## src/rtl/sa_pkg.sv

```systemverilog
// Shared types for the systolic-array sequencer: FSM state encoding and
// the pipeline latency of an N x N array.
package sa_pkg;

  typedef enum logic [2:0] {
    S_IDLE,
    S_LOAD_W,
    S_STREAM,
    S_DRAIN,
    S_DONE
  } state_t;

  // Steps needed after the last input vector until its result leaves the array.
  function automatic int n_lat(input int n);
    return 2 * n - 1;
  endfunction

endpackage

```

## src/rtl/sa_skew.sv

```systemverilog
// Input skew line: lane i of the output is lane i of the input delayed by
// i array steps; the delay only advances on step and is zeroed by clear.
module sa_skew #(
  parameter int N = 4,
  parameter int W = 16
) (
  input  logic           clk,
  input  logic           rst_n,
  input  logic           step,
  input  logic           clear,
  input  logic [N*W-1:0] din,
  output logic [N*W-1:0] dout
);

  assign dout[W-1:0] = din[W-1:0];

  for (genvar i = 1; i < N; i++) begin : g_lane
    logic [W-1:0] dly [i];

    always_ff @(posedge clk or negedge rst_n) begin
      if (!rst_n) begin
        for (int j = 0; j < i; j++) dly[j] <= '0;
      end else if (clear) begin
        for (int j = 0; j < i; j++) dly[j] <= '0;
      end else if (step) begin
        dly[0] <= din[i*W +: W];
        for (int j = 1; j < i; j++) dly[j] <= dly[j-1];
      end
    end

    assign dout[i*W +: W] = dly[i-1];
  end

endmodule

```

## src/rtl/sa_ctrl.sv

```systemverilog
// Job sequencer for an N x N systolic array: weight load, input streaming
// with skew, drain and completion. Optional debug halt under SA_JTAG_HALT_EN.
//
// state    | meaning
// IDLE     | waiting for start_i
// LOAD_W   | accepting N weight rows, written to rows 0..N-1 in order
// STREAM   | accepting len input vectors, one array step per vector
// DRAIN    | N_LAT zero-data steps to flush results out of the array
// DONE     | one-cycle completion pulse
module sa_ctrl
  import sa_pkg::*;
#(
  parameter int N  = 4,
  parameter int W  = 16,
  parameter int LW = 8
) (
  input  logic           clk,
  input  logic           rst_n,
  input  logic           start_i,
  input  logic           reuse_w_i,
  input  logic [LW-1:0]  len_i,
  input  logic           wgt_valid_i,
  output logic           wgt_ready_o,
  input  logic [N*W-1:0] wgt_data_i,
  output logic [N-1:0]   wr_weight_row_o,
  output logic [N*W-1:0] weight_o,
  input  logic           in_valid_i,
  output logic           in_ready_o,
  input  logic [N*W-1:0] in_data_i,
  output logic           step_o,
  output logic [N*W-1:0] data_o,
  output logic           out_valid_o,
  output logic           out_last_o,
  output logic           busy_o,
  output logic           done_o
`ifdef SA_JTAG_HALT_EN
  ,
  input  logic           halt_i,
  output logic           halted_o
`endif
);

  localparam int NL = n_lat(N);
  localparam int RW = $clog2(N + 1);
  localparam int DW = $clog2(NL + 1);
  localparam logic [N-1:0] ROW0 = 1;

  state_t          state;
  logic [LW-1:0]   len_q;
  logic [LW-1:0]   vec_cnt;
  logic [RW-1:0]   wrow_cnt;
  logic [DW-1:0]   drain_cnt;
  logic [LW:0]     step_cnt;
  logic            run;
  logic            clear;
  logic [N*W-1:0]  vin;
  logic [LW+1:0]   sx;
  logic [LW+1:0]   win_end;
  logic            in_win;
  logic            at_last;

`ifdef SA_JTAG_HALT_EN
  assign run = !halt_i;

  always_ff @(posedge clk or negedge rst_n) begin
    if (!rst_n) halted_o <= 1'b0;
    else        halted_o <= halt_i;
  end
`else
  assign run = 1'b1;
`endif

  assign busy_o      = (state != S_IDLE);
  assign wgt_ready_o = run && (state == S_LOAD_W);
  assign in_ready_o  = run && (state == S_STREAM);
  assign step_o      = run && (((state == S_STREAM) && in_valid_i) || (state == S_DRAIN));
  assign done_o      = run && (state == S_DONE);
  assign clear       = run && (state == S_IDLE) && start_i;
  assign vin         = ((state == S_STREAM) && step_o) ? in_data_i : '0;

  // Result of vector k leaves the array on step index k+NL-1.
  assign sx      = {1'b0, step_cnt};
  assign win_end = {2'b00, len_q} + (LW+2)'(NL - 1);
  assign in_win  = (sx >= (LW+2)'(NL - 1)) && (sx < win_end);
  assign at_last = (sx == win_end - 1'b1);

  always_ff @(posedge clk or negedge rst_n) begin
    if (!rst_n) begin
      state           <= S_IDLE;
      len_q           <= '0;
      vec_cnt         <= '0;
      wrow_cnt        <= '0;
      drain_cnt       <= '0;
      step_cnt        <= '0;
      weight_o        <= '0;
      wr_weight_row_o <= '0;
      out_valid_o     <= 1'b0;
      out_last_o      <= 1'b0;
    end else begin
      wr_weight_row_o <= '0;
      out_valid_o     <= 1'b0;
      out_last_o      <= 1'b0;
      if (run) begin
        if (step_o) begin
          step_cnt    <= step_cnt + 1'b1;
          out_valid_o <= in_win;
          out_last_o  <= at_last;
        end
        unique case (state)
          S_IDLE: begin
            if (start_i) begin
              len_q     <= len_i;
              vec_cnt   <= '0;
              wrow_cnt  <= '0;
              drain_cnt <= '0;
              step_cnt  <= '0;
              if (len_i == '0)    state <= S_DONE;
              else if (reuse_w_i) state <= S_STREAM;
              else                state <= S_LOAD_W;
            end
          end
          S_LOAD_W: begin
            if (wgt_valid_i) begin
              weight_o        <= wgt_data_i;
              wr_weight_row_o <= ROW0 << wrow_cnt;
              wrow_cnt        <= wrow_cnt + 1'b1;
              if (wrow_cnt == RW'(N - 1)) state <= S_STREAM;
            end
          end
          S_STREAM: begin
            if (step_o) begin
              vec_cnt <= vec_cnt + 1'b1;
              if (vec_cnt == len_q - 1'b1) state <= S_DRAIN;
            end
          end
          S_DRAIN: begin
            drain_cnt <= drain_cnt + 1'b1;
            if (drain_cnt == DW'(NL - 1)) state <= S_DONE;
          end
          S_DONE:  state <= S_IDLE;
          default: state <= S_IDLE;
        endcase
      end
    end
  end

  sa_skew #(.N(N), .W(W)) u_skew (
    .clk   (clk),
    .rst_n (rst_n),
    .step  (step_o),
    .clear (clear),
    .din   (vin),
    .dout  (data_o)
  );

endmodule
```

## config.mk

```make
export PLATFORM = sky130hd
export DESIGN_NAME = sa_ctrl
export DESIGN_NICKNAME = d
export VERILOG_FILES = /design/src/rtl/sa_pkg.sv /design/src/rtl/sa_skew.sv /design/src/rtl/sa_ctrl.sv
export SDC_FILE = /design/constraint.sdc
export NUM_CORES = 1
export LEC_CHECK = 0
export BUFFER_PORTS_ARGS = -buffer_cell sky130_fd_sc_hd__buf_4
export CAP_MARGIN = 20
export CELL_PAD_IN_SITES_DETAIL_PLACEMENT = 0
export CELL_PAD_IN_SITES_GLOBAL_PLACEMENT = 2
export CORE_MARGIN = 4
export CORE_UTILIZATION = 29
export DETAILED_ROUTE_END_ITERATION = 12
export PLACE_DENSITY = 0.79
export SLEW_MARGIN = 10
export SYNTH_ARGS = -nofsm -noshare
export SYNTH_HDL_FRONTEND = slang
export SYNTH_HIERARCHICAL = 1
export SYNTH_SLANG_ARGS = --single-unit
```

## constraint.sdc

```tcl
create_clock -name clk -period 2.79 [get_ports clk]
set_clock_uncertainty 0.2 [all_clocks]
set_input_delay 0.4185 -clock clk [delete_from_list [all_inputs] [get_ports clk]]
set_output_delay 0.4185 -clock clk [all_outputs]
set_load 0.01 [all_outputs]
```

---- After elaboration in Yosys (flattened, before gate mapping) ----
Index checks and enable logic that the tools add are counted.
W data, S select, Z words.
cells by class
  add/subtract/negate cells ............... 7
  multiply operators ...................... 0
  divide/modulo/power cells ............... 0
  order comparisons ....................... 2
  equal/unequal tests ..................... 14
  shifts and indexed selects .............. 1
  multiplexer cells ....................... 30
  bitwise logic cells ..................... 0
  reduce and logical (&&, ||, !) cells .... 18
operators by type and width
  kind                    number
  $mux W48                2
  $mux W32                2
  $mux W64                1
  $mux W16                2
  $mux W3                 9
  $mux W9                 3
  $mux W8                 2
  $pmux W8 S2             1
  $pmux W3 S2             2
  $pmux W3 S4             1
  $eq A9 B10 Y1           1
  $sub A9 B1 Y10 const B  1
  $add A8 B3 Y9 const B   1
  $add A9 B1 Y9 const B   1
  $eq A3 B2 Y1 const B    3
  $ge A9 B3 Y1 const B    1
  $lt A9 B9 Y1            1
  $add A8 B1 Y8 const B   1
  $eq A8 B8 Y1            1
  $logic_not A8 Y1        1
  $mux W4                 2
  $ne A2 B1 Y1 const B    4
  $reduce_bool A2 Y1      4
  $sub A8 B1 Y8 const B   1
  14 further kinds        24
storage, ports and cells
  bits in registers ....................... 200
  bits in latches ......................... 0
  RAM bits ................................ 0
  ROM bits ................................ 0
  bits of input ports ..................... 142
  output and inout port bits .............. 139
  word-level logic and storage cells ...... 88
  memories ................................ 0

---- Depth between registers and ports, before layout ----
Gate-level depths: netlist of the first run.
  depth after elaboration ................. 7
  mapped depth ............................ 10
  gate-level depth less buffers ........... 10

---- Cells and area by module ----
Netlist of the first run, hierarchy kept.
by module, submodules not included
  module   instances  cells an instance  area each (µm²)  seq. area each (µm²)
  sa_ctrl  1          638                5581.6           2602.5
  sa_skew  1          358                4270.3           2402.3

---- Least setup slack after synthesis of the first run ----
OpenSTA, ideal clock, no wires.
  path kind ............................... flip-flop to flip-flop
  start point ............................. register state[0]
  end point ............................... register u_skew/g_lane[2].dly[17] in the netlist's numbering
  arrival ................................. 2.422 ns
  required time ........................... 2.458 ns
  path slack .............................. 0.036 ns
  stages on the path, launching flop included .. 9
  buffers on the path ..................... 5
  clock period less this slack ............ 2.754 ns
  cells stage by stage .................... dfrtp_1 -> clkbuf_1 -> or3_1 -> nor2_1 -> clkbuf_1 -> buf_4 -> buf_2 -> clkbuf_1 -> nor2_1
RTL lines
  element                                         line            text
  start: declaration                              sa_ctrl.sv:48   state_t state;
  start signal: assignment                        sa_ctrl.sv:89   state <= S_IDLE;
  start signal: assignment                        sa_ctrl.sv:117  if (len_i == '0) state <= S_DONE;
  start signal: assignment                        sa_ctrl.sv:118  else if (reuse_w_i) state <= S_STREAM;
  $logic_not A3 Y1 (*)                            sa_ctrl.sv:78   assign clear = run && (state == S_IDLE) && start_i;
  $logic_and A1 B1 Y1 (*)                         sa_ctrl.sv:78
  via clear                                       sa_ctrl.sv:55   logic clear;
  $mux W32 or $reduce_bool A2 Y1 (tied branches)  --
  end: declaration                                sa_skew.sv:18   logic [W-1:0] dly [i];
The timed path passes the listed nets; every way through them passes the cells marked *. The select of a mux whose other input is x is not followed.
A chain may end at the register's enable or synchronous reset.

---- Worst setup path in the final report of the first run ----
  start point ............................. register state[2]
  end point ............................... output data_o[0]
on the way
  word-level cells in the longest chain between the ends .. 5
ends and longest elaborated chain
  element                  line                          text
  $eq A3 B2 Y1             sa_ctrl.sv:76, sa_ctrl.sv:79
  $logic_and A1 B1 Y1      sa_ctrl.sv:76                 assign step_o = run && (((state == S_STREAM) && in_valid_i) || (state == S_DRAIN));
  $logic_or A1 B1 Y1       sa_ctrl.sv:76
  $logic_and A1 B1 Y1 (*)  sa_ctrl.sv:79                 assign vin = ((state == S_STREAM) && step_o) ? in_data_i : '0;
  $mux W64 (*)             sa_ctrl.sv:79
  end: declaration         sa_ctrl.sv:31                 output logic [N*W-1:0] data_o,
Mark *: on every way between the ends. The rest lies on a longest branch, timed or not.

==> reports/qor.txt, run 1 <==
status: finished, final reports clean
Internal Power: 8.05 mW
total number of H-tree levels: 4
initial antenna violation count: 0
PD cells: 975 nW/um2
Hold Path Stages: 3
post-synthesis net count: 1162
Max stage delay on crit path: 0.50 ns
crit-path max FO: 66
Final GP Congestion: 0.756
share of layout cells above drive strength 1: 27.3%
slowest CP cell: dfrtp_1
Worst Min Path Start: len_i[0]
post-route setup TNS: 0 ns
DRC viols: 0
number of vias per cell: 4.32
startpoint types: flop
vias in the first global route: 7835
RR Startpoint: len_q[1]
Adder-Cell Fraction of Synth Area: 3.05%
Crit. End Element: primary output
delay-heaviest family, CP: simple AND/OR/NAND/NOR gates
Distinct cells, synth: 58
Critical Setup Path Class: flop to primary output
Longest Clk Path Bufs: 2
r2r setup slk: 0.19 ns
core area: 33500 um2
complex-gate fraction of the synthesized area: 2.95%
register area share after synthesis: 50.8%
Rows: 67
post-CTS setup buffer count: 0
Post-DRT Antenna Nets: 0
Post-Synth Simple-Gate Area: 21.1%
CP Data Arrival Time: 1.98 ns
Max Cap Violations: 0
Ys Warns: 6
Slew HR: 59.7%
most frequent cells after synthesis: nand2_1 (215), dfrtp_1 (200), nor2_1 (123)
Area Growth Syn to Fin: 35.9%
HP Class: input pin to flop
final setup vio count: 0
CTS Sinks: 200
RSZ-0062 raised after global routing: no
first-pass GRT wire length: 41700 um
Routed WL per cell: 14.8 um
Gate power share: 44.1%
Post-synth EDFFs: 0
NumNets Final: 1448
Worst-Margin Slew: 0.605 ns
Clock Latency Late Sink: 0.46 ns
post-synthesis sequential element count: 200
Avg Inst Size Synth: 9.89 um2
WL final: 25800 um
mux contribution to synthesized area: 10.8%
DIE HEIGHT: 192 um
switching part of the total: 38.3%
Starting DRT DRC Count: 251
Pleak: 7.00 nW
Final Cycle Share: 93.1%
Clock Root Buffer: clkbuf_16
CTS tree: yes
ant diodes: 0
Psw: 5.00 mW
Final Hold Fails: 0
Worst Hold Endpoint: len_q[0]
critical path, cell by cell: nor2_1 -> and3_2 -> buf_12 -> and2_1 -> buf_4
Peak VDD IR: 0.000581 V
global route overflow: 0
Seq pwr share: 37.3%
Vias: 7537
Synth area leader: dfrtp_1
largest net degree at the start of global routing: 69
FF-to-FF path depth: 8
I/O Buffers: 280
Final min period: 2.60 ns
worst setup margin: 0.192 ns
final core occ: 39.9%
CTS Buf Count: 17
Synth Area in XOR/XNOR: 3.63%
Post-synth top flop: dfrtp_1
Detailed Place HPWL: 17400 um
width of the die: 192 um
Hold Slack: 0.0416 ns
Setup WS pre-CTS: 0.117 ns
initial core utilization: 29.4%
iteration count of the initial detailed-routing pass: 6
clock power share: 18.6%
CTS clock-pin slew for the worst setup and hold paths: 0.08 ns
required time of the critical path: 2.17 ns
Die Area: 37000 um2
synthesized instance count: 996
RR Endpoint: out_last_o
main combinational cell family by area after synthesis: simple AND/OR/NAND/NOR gates
fin. max-slew vios: 0
top area cells in the synthesized netlist: dfrtp_1 (51%), mux2i_1 (10%), nand2_1 (8.2%)
ys async rst share: 100%
Post-Syn Area: 9850 um2
Buf/Inv on CP: 2
Yosys top cell area share: 50.8%
total global-route track usage: 14.1%
most numerous cell in the Yosys netlist: nand2_1
fmax: 385 MHz
IO Pins: 281
==> routing by layer <==
layer	global-route usage, %	part of all wire, %	vias up
met5	0	0	-
met4	4.00	1.4	0
met3	5.79	9.4	17
met2	22.5	45	242
met1	17.6	44	3531
li1	-	-	3747
==> area by class of cell <==
cell class | instances | area [um2]
Fill cell | 3378 | 20100
Sequential cell | 200 | 5010
Multi-Input combinational cell | 677 | 4120
Timing Repair Buffer | 371 | 3080
Tap cell | 448 | 561
Clock buffer | 17 | 425
Clock inverter | 15 | 134
Inverter | 15 | 56.3
==> layout by cell type, fill, tap and decap left out, drive strengths merged, types with 3 or more instances in the layout <==
cell type | Yosys | layout
nor2b | 6 | 6
ha | 24 | 24
buf | 69 | 298
and3 | 10 | 10
and2 | 66 | 66
clkbuf | 35 | 18
a21oi | 9 | 9
nor3b | 4 | 4
dfrtp | 200 | 200
nand4 | 10 | 10
mux2i | 100 | 100
xor2 | 24 | 24
nand3 | 12 | 12
nor4 | 4 | 4
a211oi | 3 | 3
dlygate4sd3 | 0 | 72
o21ai | 12 | 12
clkinv | 0 | 3
inv | 15 | 25
nor2 | 123 | 123
nand2 | 215 | 215
xnor2 | 16 | 16
mux2 | 6 | 6
==> timing repair <==
item | CTS | global route
endpoints found under the hold margin | 133 | 0
hold buffers | 72 | 0
endpoints found under the setup margin | 0 | 6
resized for setup | 0 | 4
==> worst register-to-register path, delay by kind of cell, from the launching register on <==
family                   cells  cell delay [ns]
flip-flops                   1             0.45
adder cells (fa/ha/maj)      1             0.25
XOR/XNOR                     1             0.18
buffers and inverters        1             0.16
AO/OA/AOI/OAI                2             0.57
AND/OR/NAND/NOR              3             0.72
==> sequential cells by signal, summed over array words and instances, names as in the netlist <==
register,count
vec_cnt,8
u_skew/dout,32
weight_o,64
len_q,8
state,3
step_cnt,9
drain_cnt,3
wrow_cnt,3
u_skew/g_lane.dly,64
wr_weight_row_o,4
out_valid_o,1
out_last_o,1
==> metrics by stage <==
stage | total power [mW] | cells | area (um2)
floorplan | 8.71 | 996 | 9850
global placement | 10.6 | 1639 | 12100
detailed placement | 10.7 | 1639 | 12100
CTS | 13.3 | 1743 | 13400
global route | 14.1 | 1743 | 13400
finish | 13.1 | 1743 | 13400
==> cells by family after synthesis <==
logic type / after synthesis
muxes: 106
xor gates and xnor gates: 40
adders and majority gates: 24
buffers and inverters: 119
AOI/OAI and AO/OA: 43
DFF: 200
and+or+nand+nor: 464
==> power by group through the flow <==
stage	Clock, mW	Sequential [mW]	Combinational, mW
final	2.43	4.87	5.76
after floorplan	0	4.90	3.81
after global routing	2.66	5.04	6.42
after CTS	2.55	4.88	5.86
after global placement	0	4.88	5.73
after detailed placement	0	4.90	5.77
==> worst max-delay path by stage <==
stage	from	to	slack, ns	cells after the start
after floorplan	state[0]	u_skew/g_lane[2].dly[17]	0.04	8
after global placement	len_q[1]	out_last_o	0.19	8
after detailed placement	len_q[1]	out_last_o	0.12	8
after CTS	state[0]	data_o[0]	0.08	5
after global routing	len_q[2]	out_valid_o	0.02	10
final	state[2]	data_o[0]	0.19	5
Note: power is estimated with default switching activity, not from simulation.
==> run 2: changes to the inputs <==
ABC_AREA = 1   (was not set)
CORE_UTILIZATION = 27   (was 29)
PLACE_DENSITY = 0.8   (was 0.79)
==> run 2 against run 1 <==
Against the previous run: synthesized cell count increased by 30%; critical path type unchanged; sequential share of layout area decreased by 0.69 points; maximum frequency increased by 0.37%; clock-buffer cell count unchanged; largest power group unchanged; sequential power decreased by 11%; highest routed layer unchanged; register-to-register slack improved by 0.17 ns; non-clock buffer count decreased by 3; clock power increased by 12%; first-iteration DRC count increased by 53%.
==> reports/qor.txt, run 2 <==
final setup vio count: 0 (unchanged)
Final Non-Filler Cells: 2058 (+18%)
Routed WL per cell: 14.2 um (-3.9%)
CTS tree: yes
r2r setup slk: 0.36 ns (+0.17 ns)
DIE HEIGHT: 201 um (+4.4%)
most frequent cells after synthesis: nand2_1 (510), dfrtp_1 (200), nand3_1 (128)
initial core utilization: 27.4% (-2.0 points)
Synth Area in XOR/XNOR: 0.923% (-2.7 points)
total global-route track usage: 14.6% (+0.52 points)
dpl cells: 1953 (+19%)
Avg Inst Size Synth: 7.75 um2 (-22%)
Crit. End Element: primary output
Die Area: 40300 um2 (+9.0%)
Post-synth top flop: dfrtp_1
first-pass GRT wire length: 48200 um (+16%)
mux contribution to synthesized area: 0% (-11 points)
fmax: 386 MHz (+0.37%)
post-synthesis net count: 1461 (+26%)
Setup WS pre-CTS: 0.319 ns (+0.202 ns)
ys async rst share: 100% (unchanged)
Rows: 70 (+4.5%)
HP Class: input pin to flop
vias in the first global route: 9092 (+16%)
Adder-Cell Fraction of Synth Area: 2.99% (-0.055 points)
Longest Clk Path Bufs: 2 (unchanged)
CP Data Arrival Time: 1.97 ns (about the same)
ant diodes: 0 (unchanged)
top area cells in the synthesized netlist: dfrtp_1 (50%), nand2_1 (19%), nand3_1 (6.4%)
share of layout cells above drive strength 1: 23.0% (-4.3 points)
Pleak: 7.64 nW (+9.1%)
core area: 36600 um2 (+9.2%)
initial antenna violation count: 0 (unchanged)
iteration count of the initial detailed-routing pass: 4 (-2)
Slew HR: 40.8% (-19 points)
startpoint types: flop
Ys Warns: 6 (unchanged)
PD cells: 919 nW/um2 (-5.8%)
Synth area leader: dfrtp_1
Post-Synth Simple-Gate Area: 32.5% (+11 points)
most numerous cell in the Yosys netlist: nand2_1
global route overflow: 0 (unchanged)
metal3 WL: 2220 um (-8.8%)
required time of the critical path: 2.17 ns (about the same)
number of vias per cell: 4.28 (-1.1%)
Final Hold Fails: 0 (unchanged)
max layer used: met4
commonest non-fill, non-tap cells in the layout: nand2_1 (509), buf_4 (287), dfrtp_1 (200)
Detailed Place HPWL: 20300 um (+17%)
worst setup margin: 0.202 ns (+0.00958 ns)
DRC viols: 0 (unchanged)
Max Cap Violations: 0 (unchanged)
Clock Latency Late Sink: 0.45 ns (about the same)
post-synthesis sequential element count: 200 (unchanged)
Distinct cells, synth: 34 (-41%)
met2 wire len: 14000 um (+20%)
Yosys top cell area share: 49.9% (-0.92 points)
crit-path max FO: 68 (+3.0%)
Area Growth Syn to Fin: 35.9% (about the same)
WL final: 29300 um (+13%)
Post-Syn Area: 10000 um2 (+1.9%)
IO Pins: 281 (unchanged)
Final min period: 2.59 ns (-0.00958 ns)
Peak VDD IR: 0.000470 V (-19%)
Post-synth EDFFs: 0 (unchanged)
RSZ-0062 raised after global routing: no
CTS Buf Count: 17 (unchanged)
NumNets Final: 1743 (+20%)
Post-DRT Antenna Nets: 0 (unchanged)
I/O Buffers: 280 (unchanged)
main combinational cell family by area after synthesis: simple AND/OR/NAND/NOR gates
Vias: 8801 (+17%)
CTS Sinks: 200 (unchanged)
Worst-Margin Slew: 0.885 ns (+0.280 ns)
fin. max-slew vios: 0 (unchanged)
Final GP Congestion: 0.770 (+1.9%)
width of the die: 201 um (+4.4%)
status: finished, final reports clean
Starting DRT DRC Count: 383 (+53%)
largest net degree at the start of global routing: 97 (+41%)
Final Cycle Share: 92.8% (-0.34 points)
total number of H-tree levels: 4 (unchanged)
Critical Setup Path Class: flop to primary output
register area share after synthesis: 49.9% (-0.92 points)
synthesized instance count: 1295 (+30%)
M1 WL: 12700 um (+12%)
post-route setup TNS: 0 ns (unchanged)
Clock Root Buffer: clkbuf_16
complex-gate fraction of the synthesized area: 2.46% (-0.49 points)
CTS clock-pin slew for the worst setup and hold paths: 0.08 ns (about the same)
commonest non-fill, non-tap cell in the layout: nand2_1
post-CTS setup buffer count: 0 (unchanged)
Fillers: 3878 (+15%)
## run 2: cell types whose count changed after synthesis, sizes merged, moves of 13 or more
cell    delta
xnor2     -15
and2      -66
o21ai     +13
inv      +110
nand2    +303
nand3    +117
xor2      -17
mux2i    -100
clkbuf    -21
buf       +22
## run 2: what timing repair did
| action | in CTS | in global routing |
|---|---|---|
| hold buffers | 72 | 1 |
| setup endpoints to repair | 17 | 0 |
| hold endpoints to repair | 132 | 1 |
| gates resized for setup | 3 | 0 |
## run 2: final cells by class
| type | count | area, um2 | share of cell area, % |
|---|---|---|---|
| Clock buffer | 17 | 425 | 3.12 |
| Clock inverter | 15 | 206 | 1.51 |
| Inverter | 126 | 477 | 3.50 |
| Multi-Input combinational cell | 864 | 3910 | 28.6 |
| Sequential cell | 200 | 5000 | 36.7 |
| Tap cell | 468 | 586 | 4.29 |
| Timing Repair Buffer | 368 | 3030 | 22.2 |
## run 2: worst max-delay path, stage by stage, from the launching register on
cell and delay, ns:
dfrtp_1 0.43, inv_2 0.08, nand2_2 0.08, inv_4 0.07, nand2_4 0.09, clkinv_2 0.09
buf_6 0.43, buf_4 0.22
## run 2: metrics by stage
| step | power [mW] | util [%] | instance area [um2] | hold WS (ns) |
|---|---|---|---|---|
| floorplan | 7.78 | - | 10000 | -0.0771 |
| global placement | 9.81 | 33.5 | 12300 | 0.254 |
| detailed placement | 9.85 | 33.5 | 12300 | 0.259 |
| CTS | 12.8 | 37.2 | 13600 | 0.00154 |
| global route | 13.6 | 37.2 | 13600 | 0.0474 |
| finish | 12.5 | 37.2 | 13600 | 0.0596 |
## run 2: worst paths after layout
kind,depth (start not counted),endpoint,startpoint
max in group asynchronous,3,u_skew/g_lane[3].dly[29],rst_n
setup reg to reg,8,u_skew/dout[42],state[0]
min in group asynchronous,2,weight_o[58],rst_n
setup / recovery,7,step_o,state[2]
hold reg to reg,2,u_skew/dout[56],u_skew/dout[56]
hold / removal,3,wr_weight_row_o[3],wgt_valid_i
## run 2: report_power, final
group	total, mW	internal, mW	switching (mW)
Clock	2.72	1.45	1.27
Combinational	5.47	2.11	3.36
Sequential	4.35	3.74	0.603
Total	12.5	7.30	5.23
## run 2: cells by family after synthesis
kind of cell    after synthesis
simple gates                785
buf+inv                     231
flops                       200
compound gates               46
fa+ha+maj                    24
xor+xnor                      9
## run 2: routing by layer
layer / track usage [%] / vias up
met5: 0 / -
met4: 3.96 / 0
met3: 5.48 / 15
met2: 24.1 / 198
met1: 18.1 / 4091
li1: - / 4497
==> run 3: changes to the inputs <==
CELL_PAD_IN_SITES_DETAIL_PLACEMENT = 1   (was 0)
RECOVER_POWER = 50   (was not set)
==> run 3 against run 2 <==
Against the previous run: clock power barely moved; cell count down 0.24%; critical endpoint unchanged; global-route usage rose by 1.2 points; via count rose by 3.2%; non-clock buffer count shrank 6; clock-buffer cell count up 1; register-to-register slack worse by 0.12 ns; critical path depth stayed put; maximum frequency increased by 0.87%; combinational power shrank 4.9%; flip-flop and latch count unchanged.
==> reports/qor.txt, run 3 (synthesized netlist as in run 2, its figures left out) <==
status: finished, final reports clean
RSZ-0062 raised after global routing: no
NumNets Final: 1737 (-0.34%)
final setup vio count: 0 (unchanged)
CTS Buf Count: 17 (unchanged)
CTS Sinks: 200 (unchanged)
share of layout cells above drive strength 1: 17.1% (-5.9 points)
Clock Latency Late Sink: 0.45 ns (about the same)
startpoint types: flop
Final Power: 12.3 mW (-2.2%)
Die Area: 40300 um2 (unchanged)
Rows: 70 (unchanged)
fmax: 390 MHz (+0.87%)
first-pass GRT wire length: 52400 um (+8.7%)
initial core utilization: 27.4% (unchanged)
IO Pins: 281 (unchanged)
total number of H-tree levels: 4 (unchanged)
switching part of the total: 43.3% (+1.6 points)
Routed WL per cell: 15.5 um (+8.7%)
DIE HEIGHT: 201 um (unchanged)
post-route setup TNS: 0 ns (unchanged)
I/O Buffers: 280 (unchanged)
clock power share: 22.0% (+0.3 points)
vias in the first global route: 9818 (+8.0%)
CP Data Arrival Time: 1.95 ns (-0.02 ns)
Peak VDD IR: 0.000493 V (+4.9%)
Pleak: 7.23 nW (-5.4%)
fin area: 13200 um2 (-3.3%)
total global-route track usage: 15.9% (+1.2 points)
Max stage delay on crit path: 0.43 ns (about the same)
Vias: 9081 (+3.2%)
fin. max-slew vios: 0 (unchanged)
CTS tree: yes
core area: 36600 um2 (unchanged)
Clock Root Buffer: clkbuf_16
delay-heaviest family, CP: buffers and inverters
Internal Power: 6.95 mW (-4.8%)
Buf/Inv on CP: 5 (unchanged)
Longest Clk Path Bufs: 2 (unchanged)
iteration count of the initial detailed-routing pass: 4 (unchanged)
Critical Setup Path Class: flop to primary output
initial antenna violation count: 1 (+1)
critical path, cell by cell: inv_2 -> nand2_2 -> inv_4 -> nand2_4 -> clkinv_2 -> buf_6 -> buf_4
post-CTS setup buffer count: 0 (unchanged)
number of vias per cell: 4.42 (+3.4%)
global route overflow: 0 (unchanged)
PD cells: 929 nW/um2 (+1.1%)
Area Growth Syn to Fin: 31.4%
commonest non-fill, non-tap cell in the layout: nand2_1
largest net degree at the start of global routing: 97 (unchanged)
Starting DRT DRC Count: 382 (-0.26%)
Final min period: 2.57 ns (-0.0224 ns)
Detailed Place HPWL: 21900 um (+7.7%)
Post-DRT Antenna Nets: 0 (unchanged)
Final GP Congestion: 0.770 (unchanged)
Seq pwr share: 35.5% (+0.8 points)
commonest non-fill, non-tap cells in the layout: nand2_1 (509), dfrtp_1 (200), buf_4 (193)
Crit. End Element: primary output
width of the die: 201 um (unchanged)
Final Cycle Share: 92.0% (-0.80 points)
Worst-Margin Slew: 1.26 ns (+0.375 ns)
slowest CP cell: dfrtp_1
HP Class: input pin to flop
Psw: 5.30 mW (+1.5%)
DRC viols: 0 (unchanged)
Slew HR: 16.0% (-25 points)
CTS clock-pin slew for the worst setup and hold paths: 0.08 ns (about the same)
Max Cap Violations: 0 (unchanged)
Gate power share: 42.4% (-1.2 points)
Final Hold Fails: 0 (unchanged)
required time of the critical path: 2.17 ns (about the same)
placed cell area: 12300 um2 (unchanged)
crit-path max FO: 68 (unchanged)
final core occ: 36.0% (-1.2 points)
WL final: 31800 um (+8.4%)
## run 3: cell count changes in the layout (fill, tap and decap cells not counted), sizes merged
cell | previous run | this run
clkinv | 4 | 7
dlygate4sd3 | 73 | 67
inv | 131 | 128
diode | 0 | 1
clkbuf | 18 | 115
buf | 294 | 198
clkinvlp | 3 | 2
## run 3: worst reg2reg max path: cells and delay by family (launching register included)
family	cells	cell delay [ns]
adders and majority gates	2	0.60
and+or+nand+nor	7	0.63
AOI/OAI and AO/OA	1	0.22
DFF	1	0.43
buffers and inverters	3	0.34
## run 3: timing repair
action	in CTS	in global routing
hold endpoints to repair	127	0
gates resized for setup	2	1
hold buffers	67	0
pin swaps	0	1
endpoints found under the setup margin	17	16
## run 3: through the flow
step	cells	hold WS, ns	worst slack [ns]
CTS	2052	0.00135	0.00516
floorplan	1295	-0.0771	0.695
finish	2053	0.0324	0.224
detailed placement	1953	0.260	0.295
global route	2053	0.00635	0.00355
global placement	1953	0.254	0.319
## run 3: final timing paths
path | depth (start not counted) | startpoint | slack (ns) | to
setup / recovery | 7 | state[2] | 0.22 | step_o
hold / removal | 3 | len_i[4] | 0.03 | len_q[4]
setup reg to reg | 13 | len_q[1] | 0.24 | out_valid_o
hold reg to reg | 2 | u_skew/g_lane[2].dly[20] | 0.27 | u_skew/g_lane[2].dly[20]
max in group asynchronous | 3 | rst_n | 0.40 | u_skew/g_lane[3].dly[38]
min in group asynchronous | 2 | rst_n | 0.35 | weight_o[58]
## run 3: routing by layer
metal	up-vias	GRT usage, %	routed length [um]
met4	0	3.66	308
met3	15	5.69	2140
met1	4387	18.6	13200
met2	188	27.9	16100
li1	4491	-	-
met5	-	0	0
## run 3: area by class of cell
type / count / area [um2]
Tap cell: 468 / 586
Fill cell: 4513 / 23400
Antenna cell: 1 / 2.50
Clock buffer: 18 / 439
Clock inverter: 14 / 190
Inverter: 126 / 477
Sequential cell: 200 / 5000
Timing Repair Buffer: 362 / 2590
Multi-Input combinational cell: 864 / 3900
## run 3: power groups by stage
| stage | sequential (mW) | clock [mW] | combinational, mW |
|---|---|---|---|
| after global placement | 4.37 | 0 | 5.44 |
| after global routing | 4.48 | 2.90 | 5.97 |
| final | 4.35 | 2.70 | 5.20 |
| after CTS | 4.36 | 2.80 | 5.67 |
| after floorplan | 4.48 | 0 | 3.30 |
| after detailed placement | 4.39 | 0 | 5.56 |
